**src/rtl/mesh_term_port_if.sv**
```systemverilog
// Host-side and mesh-side signals of one mesh terminal port.
// The slave modport is the port block; the master modport is the host plus mesh environment.
interface mesh_term_port_if #(
   parameter int pckg_sz = 40,
   parameter int cnt_w   = 16
);
   logic               tx_push;
   logic [pckg_sz-1:0] tx_data;
   logic               tx_full;
   logic [pckg_sz-1:0] data_out_i_in;
   logic               pndng_i_in;
   logic               popin;
   logic               pndng;
   logic [pckg_sz-1:0] data_out;
   logic               pop;
   logic               rx_pop;
   logic [pckg_sz-1:0] rx_data;
   logic               rx_empty;
   logic               misroute;
   logic [cnt_w-1:0]   tx_cnt;
   logic [cnt_w-1:0]   rx_cnt;

   modport slave (
      input  tx_push, tx_data, popin, pndng, data_out, rx_pop,
      output tx_full, data_out_i_in, pndng_i_in, pop, rx_data, rx_empty, misroute,
             tx_cnt, rx_cnt
   );

   modport master (
      output tx_push, tx_data, popin, pndng, data_out, rx_pop,
      input  tx_full, data_out_i_in, pndng_i_in, pop, rx_data, rx_empty, misroute,
             tx_cnt, rx_cnt
   );
endinterface

```
**src/rtl/mesh_term_port.sv**
```systemverilog
// Mesh terminal endpoint: TX FIFO with source stamping towards the mesh, RX FIFO fed by a pop/wait FSM.
// One-cycle write-to-head latency on both FIFOs; a full RX FIFO holds packets back in the mesh.

module mesh_term_fifo #(
   parameter int width = 40,
   parameter int depth = 4
) (
   input  logic             clk,
   input  logic             rst,
   input  logic             wr,
   input  logic [width-1:0] wr_dat,
   input  logic             rd,
   output logic [width-1:0] head,
   output logic             full,
   output logic             empty,
   output logic             avail
);
   localparam int aw = (depth > 1) ? $clog2(depth) : 1;
   localparam int cw = aw + 1;

   logic [width-1:0] mem [depth];
   logic [aw-1:0]    rd_ptr, wr_ptr, rd_ptr_n, wr_ptr_n;
   logic [cw-1:0]    count, count_n;
   logic             do_wr, do_rd;

   function automatic logic [aw-1:0] ptr_inc(input logic [aw-1:0] p);
      return (p == aw'(depth - 1)) ? '0 : p + aw'(1);
   endfunction

   assign do_wr = wr && !full;
   assign do_rd = rd && !empty;

   always_comb begin
      rd_ptr_n = do_rd ? ptr_inc(rd_ptr) : rd_ptr;
      wr_ptr_n = do_wr ? ptr_inc(wr_ptr) : wr_ptr;
      count_n  = count;
      if (do_wr && !do_rd)
         count_n = count + cw'(1);
      else if (!do_wr && do_rd)
         count_n = count - cw'(1);
   end

   always_ff @(posedge clk) begin
      if (do_wr)
         mem[wr_ptr] <= wr_dat;
   end

   // Head and flags are registered from next-state values so every output is a flop.
   // The bypass covers a write landing in the slot that becomes the head.
   always_ff @(posedge clk or posedge rst) begin
      if (rst) begin
         rd_ptr <= '0;
         wr_ptr <= '0;
         count  <= '0;
         head   <= '0;
         full   <= 1'b0;
         empty  <= 1'b1;
         avail  <= 1'b0;
      end else begin
         rd_ptr <= rd_ptr_n;
         wr_ptr <= wr_ptr_n;
         count  <= count_n;
         full   <= (count_n == cw'(depth));
         empty  <= (count_n == '0);
         avail  <= (count_n != '0);
         if (do_wr && (wr_ptr == rd_ptr_n))
            head <= wr_dat;
         else
            head <= mem[rd_ptr_n];
      end
   end
endmodule

module mesh_term_port #(
   parameter int         pckg_sz    = 40,
   parameter int         fifo_depth = 4,
   parameter logic [3:0] id_r       = 4'd0,
   parameter logic [3:0] id_c       = 4'd0,
   parameter int         cnt_w      = 16
) (
   input  logic             clk,
   input  logic             rst,
   mesh_term_port_if.slave  port
);
   localparam logic [7:0] own_id = {id_r, id_c};

   typedef enum logic {
      S_IDLE,
      S_WAIT
   } rx_state_t;

   rx_state_t          state, state_n;
   logic               capture;
   logic [pckg_sz-1:0] tx_stamped;
   logic               tx_empty;
   logic               tx_take;
   logic               rx_full;
   logic               rx_avail;
   logic               rx_take;

   always_comb begin
      tx_stamped                  = port.tx_data;
      tx_stamped[pckg_sz-9 -: 8]  = own_id;
   end

   assign tx_take = port.popin && !tx_empty;
   assign rx_take = port.rx_pop && rx_avail;

   mesh_term_fifo #(
      .width (pckg_sz),
      .depth (fifo_depth)
   ) u_tx_fifo (
      .clk    (clk),
      .rst    (rst),
      .wr     (port.tx_push),
      .wr_dat (tx_stamped),
      .rd     (tx_take),
      .head   (port.data_out_i_in),
      .full   (port.tx_full),
      .empty  (tx_empty),
      .avail  (port.pndng_i_in)
   );

   mesh_term_fifo #(
      .width (pckg_sz),
      .depth (fifo_depth)
   ) u_rx_fifo (
      .clk    (clk),
      .rst    (rst),
      .wr     (capture),
      .wr_dat (port.data_out),
      .rd     (rx_take),
      .head   (port.rx_data),
      .full   (rx_full),
      .empty  (port.rx_empty),
      .avail  (rx_avail)
   );

   always_ff @(posedge clk or posedge rst) begin
      if (rst)
         state <= S_IDLE;
      else
         state <= state_n;
   end

   // The mesh's pndng is registered, so after each pop one cycle is spent waiting for it to update.
   always_comb begin
      state_n = state;
      capture = 1'b0;
      case (state)
         S_IDLE: begin
            if (port.pndng && !rx_full) begin
               capture = 1'b1;
               state_n = S_WAIT;
            end
         end
         S_WAIT:  state_n = S_IDLE;
         default: state_n = S_IDLE;
      endcase
   end

   always_ff @(posedge clk or posedge rst) begin
      if (rst) begin
         port.pop      <= 1'b0;
         port.misroute <= 1'b0;
         port.tx_cnt   <= '0;
         port.rx_cnt   <= '0;
      end else begin
         port.pop      <= capture;
         port.misroute <= capture && (port.data_out[pckg_sz-1 -: 8] != own_id);
         if (capture)
            port.rx_cnt <= port.rx_cnt + cnt_w'(1);
         if (tx_take)
            port.tx_cnt <= port.tx_cnt + cnt_w'(1);
      end
   end
endmodule

```
**src/flat_wrapper.sv**
```systemverilog
// flat-port wrapper written by rule: the top's interface ports become plain ports
module mesh_term_port_flat 
#(
   parameter int         pckg_sz    = 40,
   parameter int         fifo_depth = 4,
   parameter logic [3:0] id_r       = 4'd0,
   parameter logic [3:0] id_c       = 4'd0,
   parameter int         cnt_w      = 16
)
  (clk, rst, port_tx_push, port_tx_data, port_popin, port_pndng, port_data_out, port_rx_pop, port_tx_full, port_data_out_i_in, port_pndng_i_in, port_pop, port_rx_data, port_rx_empty, port_misroute, port_tx_cnt, port_rx_cnt);
  mesh_term_port_if #(.pckg_sz(pckg_sz), .cnt_w(cnt_w)) port_i ();
  input  logic clk;
  input  logic rst;
  input wire logic [$bits(port_i.tx_push)-1:0] port_tx_push;
  input wire logic [$bits(port_i.tx_data)-1:0] port_tx_data;
  input wire logic [$bits(port_i.popin)-1:0] port_popin;
  input wire logic [$bits(port_i.pndng)-1:0] port_pndng;
  input wire logic [$bits(port_i.data_out)-1:0] port_data_out;
  input wire logic [$bits(port_i.rx_pop)-1:0] port_rx_pop;
  output wire logic [$bits(port_i.tx_full)-1:0] port_tx_full;
  output wire logic [$bits(port_i.data_out_i_in)-1:0] port_data_out_i_in;
  output wire logic [$bits(port_i.pndng_i_in)-1:0] port_pndng_i_in;
  output wire logic [$bits(port_i.pop)-1:0] port_pop;
  output wire logic [$bits(port_i.rx_data)-1:0] port_rx_data;
  output wire logic [$bits(port_i.rx_empty)-1:0] port_rx_empty;
  output wire logic [$bits(port_i.misroute)-1:0] port_misroute;
  output wire logic [$bits(port_i.tx_cnt)-1:0] port_tx_cnt;
  output wire logic [$bits(port_i.rx_cnt)-1:0] port_rx_cnt;
  assign port_i.tx_push = port_tx_push;
  assign port_i.tx_data = port_tx_data;
  assign port_i.popin = port_popin;
  assign port_i.pndng = port_pndng;
  assign port_i.data_out = port_data_out;
  assign port_i.rx_pop = port_rx_pop;
  assign port_tx_full = port_i.tx_full;
  assign port_data_out_i_in = port_i.data_out_i_in;
  assign port_pndng_i_in = port_i.pndng_i_in;
  assign port_pop = port_i.pop;
  assign port_rx_data = port_i.rx_data;
  assign port_rx_empty = port_i.rx_empty;
  assign port_misroute = port_i.misroute;
  assign port_tx_cnt = port_i.tx_cnt;
  assign port_rx_cnt = port_i.rx_cnt;
  mesh_term_port #(.pckg_sz(pckg_sz), .fifo_depth(fifo_depth), .id_r(id_r), .id_c(id_c), .cnt_w(cnt_w)) u_core (.clk(clk), .rst(rst), .port(port_i));
endmodule
```
**config.mk**
```make
export PLATFORM = sky130hd
export DESIGN_NAME = mesh_term_port_flat
export DESIGN_NICKNAME = d
export VERILOG_FILES = /design/src/rtl/mesh_term_port_if.sv /design/src/rtl/mesh_term_port.sv /design/src/flat_wrapper.sv
export SDC_FILE = /design/constraint.sdc
export NUM_CORES = 1
export LEC_CHECK = 0
export BUFFER_PORTS_ARGS = -buffer_cell sky130_fd_sc_hd__buf_2
export CAP_MARGIN = 20
export CORE_ASPECT_RATIO = 1.1
export CORE_UTILIZATION = 58
export DETAILED_ROUTE_END_ITERATION = 8
export GPL_TIMING_DRIVEN = 0
export PLACE_DENSITY = 0.87
export SYNTH_ARGS = -nofsm -noshare
export SYNTH_HDL_FRONTEND = slang
export SYNTH_SLANG_ARGS = --single-unit
```
**constraint.sdc**
```tcl
create_clock -name clk -period 4.69 [get_ports clk]
set_input_delay 0.938 -clock clk [delete_from_list [all_inputs] [get_ports clk]]
set_output_delay 0.938 -clock clk [all_outputs]
set_load 0.03 [all_outputs]
```
==> key figures <==
Layout
  • Number of fillers in the final layout: 1670
  • Post-route cell area: 18830 um^2
  • Area used by multi-input combinational logic: around 4000 um^2
  • Fin util: 69.46%
  • Leading cell types in the layout, fill and taps excluded: sky130_fd_sc_hd__edfxtp_1, sky130_fd_sc_hd__buf_2, sky130_fd_sc_hd__nand2_1
  • Most common library cell in the layout ignoring fill and taps: sky130_fd_sc_hd__edfxtp_1
  • Storage element area: 11800 um^2
  • Net count, final: 1356
  • Share of layout cells above drive strength 1: 25.06%
  • Synth-to-layout area growth: 17.24%

Yosys
  • Cell variety after synth: 40
  • Post-synthesis average cell area: roughly 16 um^2
  • FFs w/ async S/R, synth: 30.43%
  • Count of flip-flops with a built-in enable after synthesis: 288
  • Portion of the post-synthesis area used by sequential elements: 73.47%
  • Netlist Area Pre-Place: 16070 um^2
  • Most used DFF post-synth: sky130_fd_sc_hd__edfxtp_1
  • Yosys Warn Count: 0
  • Cell count after synthesis: between 1000 and 1500
  • Count of state elements after synthesis: 414

Drt
  • Detailed-route via count: 9501
  • Highest layer used for signal routing: met5
  • Met2 routed wirelength: 18080 um
  • DRC: 0
  • First-pass DRT Iterations: 5
  • Via density per instance: 5.776
  • Post-detailed-routing wire length: 34950 um
  • Average detailed-routed wire length per instance: ~21 um
  • Met1 layer wirelength in the final routing: 13070 um
  • 1st-iter DRT viols: 802
  • Met3 routed wirelength: ~2900 um
  • DRT antenna net count: 0

Clock network
  • Buffer count from post-CTS setup fixing: 0
  • Maximum buffer depth of the clock tree: 3
  • Cell chosen for the clock root: sky130_fd_sc_hd__clkbuf_16
  • CTS tree: built
  • CTS clock-pin slew for the worst setup and hold paths: 0.06 ns
  • Number of buffers inserted for hold repair after clock tree synthesis: 0
  • Clock buffers created by TritonCTS: 39
  • # clock sinks: about 410
  • Cts repair resizes: 0
  • Insertion delay of the later-clocked pin in the worst-skew pair: 0.53 ns
  • H-tree depth: 2

Floorplanning
  • Die W: between 150 and 200 um
  • Initial Util: about 59%
  • I/O pin total: 203
  • Height of the chip: 176.6 um
  • Std cell rows: 63
  • Die area: around 28000 um^2
  • Placeable core region: roughly 27000 um^2

Timing
  • Part of the cycle the worst path needs: 60.56%
  • RSZ-0062 raised after global routing: false
  • Final setup skew: 0.03074 ns
  • Setup violations, final: 0
  • Max-slew violations: 0
  • Worst hold slack: roughly 0.46 ns
  • Number of hold violations in the final report: 0
  • Final min period: 2.840 ns
  • Achievable clock frequency: ~350 MHz
  • Worst rel slew slack: between 30% and 40%
  • Actual slew at the worst max-slew pin: 0.9405 ns

Global routing
  • Pin count of the biggest net entering global routing: 83
  • Antenna violations before repair: 1
  • Global-route wire length before repair: 54000 um
  • GR Util All Layers: 24.98%
  • GRT Residual Overflow: 0
  • Number of global-route vias before repair: 9990

Placed design
  • Port buffer count: 186
  • Routability congestion estimate: 0.8011
  • Detailed Place HPWL: 20890 um
  • Total cell area at the placement stage: 17590 um^2

Setup path
  • Critical path start-end classification: in2reg
  • WP data required: 5.09 ns
  • Critical path launch point type: input pin
  • Critical-path maximum fanout: 10
  • Depth of the worst register-to-register path: 7
  • Critical Path Sink Type: flip-flop
  • Crit path arrival time: between 3 and 4 ns

Hold path
  • Class of the tightest hold or removal check: in2async

Power and ir drop
  • Peak supply drop: just over 0.5 mV
  • Power after layout: approximately 14 mW
  • Lkg Pwr: 7.517 nW
  • Total power density per cell area: 723.7 nW/um^2

Outcome
  • Run status: complete, no violations

Job
  • Reported max-cap violation count: 0
-- worst max-delay path, cell delays in order --
cell and delay [ns]:
sky130_fd_sc_hd__buf_2 0.09, sky130_fd_sc_hd__and3b_1 0.14, sky130_fd_sc_hd__clkbuf_1 0.23, sky130_fd_sc_hd__mux2i_2 0.64, sky130_fd_sc_hd__xnor2_1 0.15, sky130_fd_sc_hd__nand3_1 0.27, sky130_fd_sc_hd__buf_2 0.37, sky130_fd_sc_hd__mux2_1 0.40
-- metrics by stage --
stage | instances | setup TNS [ns] | setup WS (ns)
finish | 1645 | 0 | 1.850
global route | 1642 | 0 | 1.743
floorplan | 1022 | 0 | 0.3994
CTS | 1642 | 0 | 1.907
global placement | 1565 | -184.12 | -1.499
detailed placement | 1570 | 0 | 1.407
-- path summary, 6_finish.rpt --
path | start | end | slack, ns
min reg2reg | u_core.port.rx_cnt[15]$_DFFE_PP0N_ | u_core.port.rx_cnt[15]$_DFFE_PP0N_ | 0.47
max in group asynchronous | rst | u_core.u_rx_fifo.empty$_DFF_PP1_ | 3.45
min in group clk | u_core.port.rx_cnt[15]$_DFFE_PP0N_ | u_core.port.rx_cnt[15]$_DFFE_PP0N_ | 0.47
max | port_rx_pop | u_core.u_rx_fifo.head[10]$_DFF_PP0_ | 1.85
max reg2reg | u_core.u_rx_fifo.empty$_DFF_PP1_ | u_core.u_rx_fifo.head[10]$_DFF_PP0_ | 1.93
min | rst | u_core.u_rx_fifo.head[3]$_DFF_PP0_ | 0.46
-- area by class of cell --
cell class	instances	area share, %
inverters	15	0.3255
plain buffers	54	1.388
repair buffers	191	5.514
multi-input cells	539	21.13
clock inverters	18	0.6975
clock buffers	54	5.859
diodes	3	0.03986
flip-flops and latches	414	62.67
well taps	357	2.372
-- routing by layer --
layer | track usage [%] | vias to the layer above
met2 | 44.41 | 453
met1 | 29.07 | 4738
met4 | 9.325 | 2
met3 | 6.530 | 89
met5 | 0 | -
li1 | - | 4219
-- power breakdown --
part	switching, mW	internal, mW	total [mW]
Clock	1.32	1.71	3.03
Combinational	3.49	1.92	5.41
Sequential	0.337	4.86	5.19
-- flip-flops by register name (all words and copies together) (netlist names) --
signal / count
u_core.u_rx_fifo.rd_ptr: 2
u_core.u_tx_fifo.mem: 128
u_core.u_tx_fifo.empty: 1
u_core.u_tx_fifo.full: 1
u_core.u_rx_fifo.empty: 1
u_core.u_tx_fifo.rd_ptr: 2
u_core.u_rx_fifo.full: 1
u_core.u_tx_fifo.wr_ptr: 2
u_core.port.rx_cnt: 16
u_core.u_tx_fifo.head: 32
u_core.port.misroute: 1
u_core.u_rx_fifo.head: 40
u_core.u_rx_fifo.avail: 1
u_core.port.pop: 1
u_core.u_rx_fifo.wr_ptr: 2
u_core.port.tx_cnt: 16
u_core.u_rx_fifo.count: 3
u_core.u_tx_fifo.avail: 1
u_core.u_rx_fifo.mem: 160
u_core.u_tx_fifo.count: 3
-- synth_stat cells, types with 10 or more instances --
cell                       instances  area share (%)
sky130_fd_sc_hd__edfxtp_1        288              54
sky130_fd_sc_hd__buf_2            14            0.44
sky130_fd_sc_hd__a21oi_1          43             1.3
sky130_fd_sc_hd__a32oi_1          40             2.2
sky130_fd_sc_hd__dfrtp_1         124              19
sky130_fd_sc_hd__buf_4            11            0.51
sky130_fd_sc_hd__nand2_1         141             3.3
sky130_fd_sc_hd__nor2_1           15            0.35
sky130_fd_sc_hd__and2_1           10            0.39
sky130_fd_sc_hd__xnor2_1          33             1.8
sky130_fd_sc_hd__mux2i_1          97             6.0
sky130_fd_sc_hd__inv_1            11            0.26
sky130_fd_sc_hd__mux2_2           32             2.2
sky130_fd_sc_hd__mux2_1           40             2.8
sky130_fd_sc_hd__nand3_1          10            0.31
sky130_fd_sc_hd__ha_1             16             1.2
sky130_fd_sc_hd__clkbuf_1         29            0.68
-- logic make-up (layout without fill, tap and decap cells) --
family	Yosys count	in the layout	synth area share, %
AO/OA/AOI/OAI	95	95	4.034
XOR/XNOR	38	38	2.072
adder cells (fa/ha/maj)	16	16	1.246
buffers and inverters	69	332	1.978
flip-flops	414	414	73.47
multiplexers	172	172	11.40
other	1	11	0.02334
AND/OR/NAND/NOR	210	210	5.771
Power figures use the tool's default switching activity.
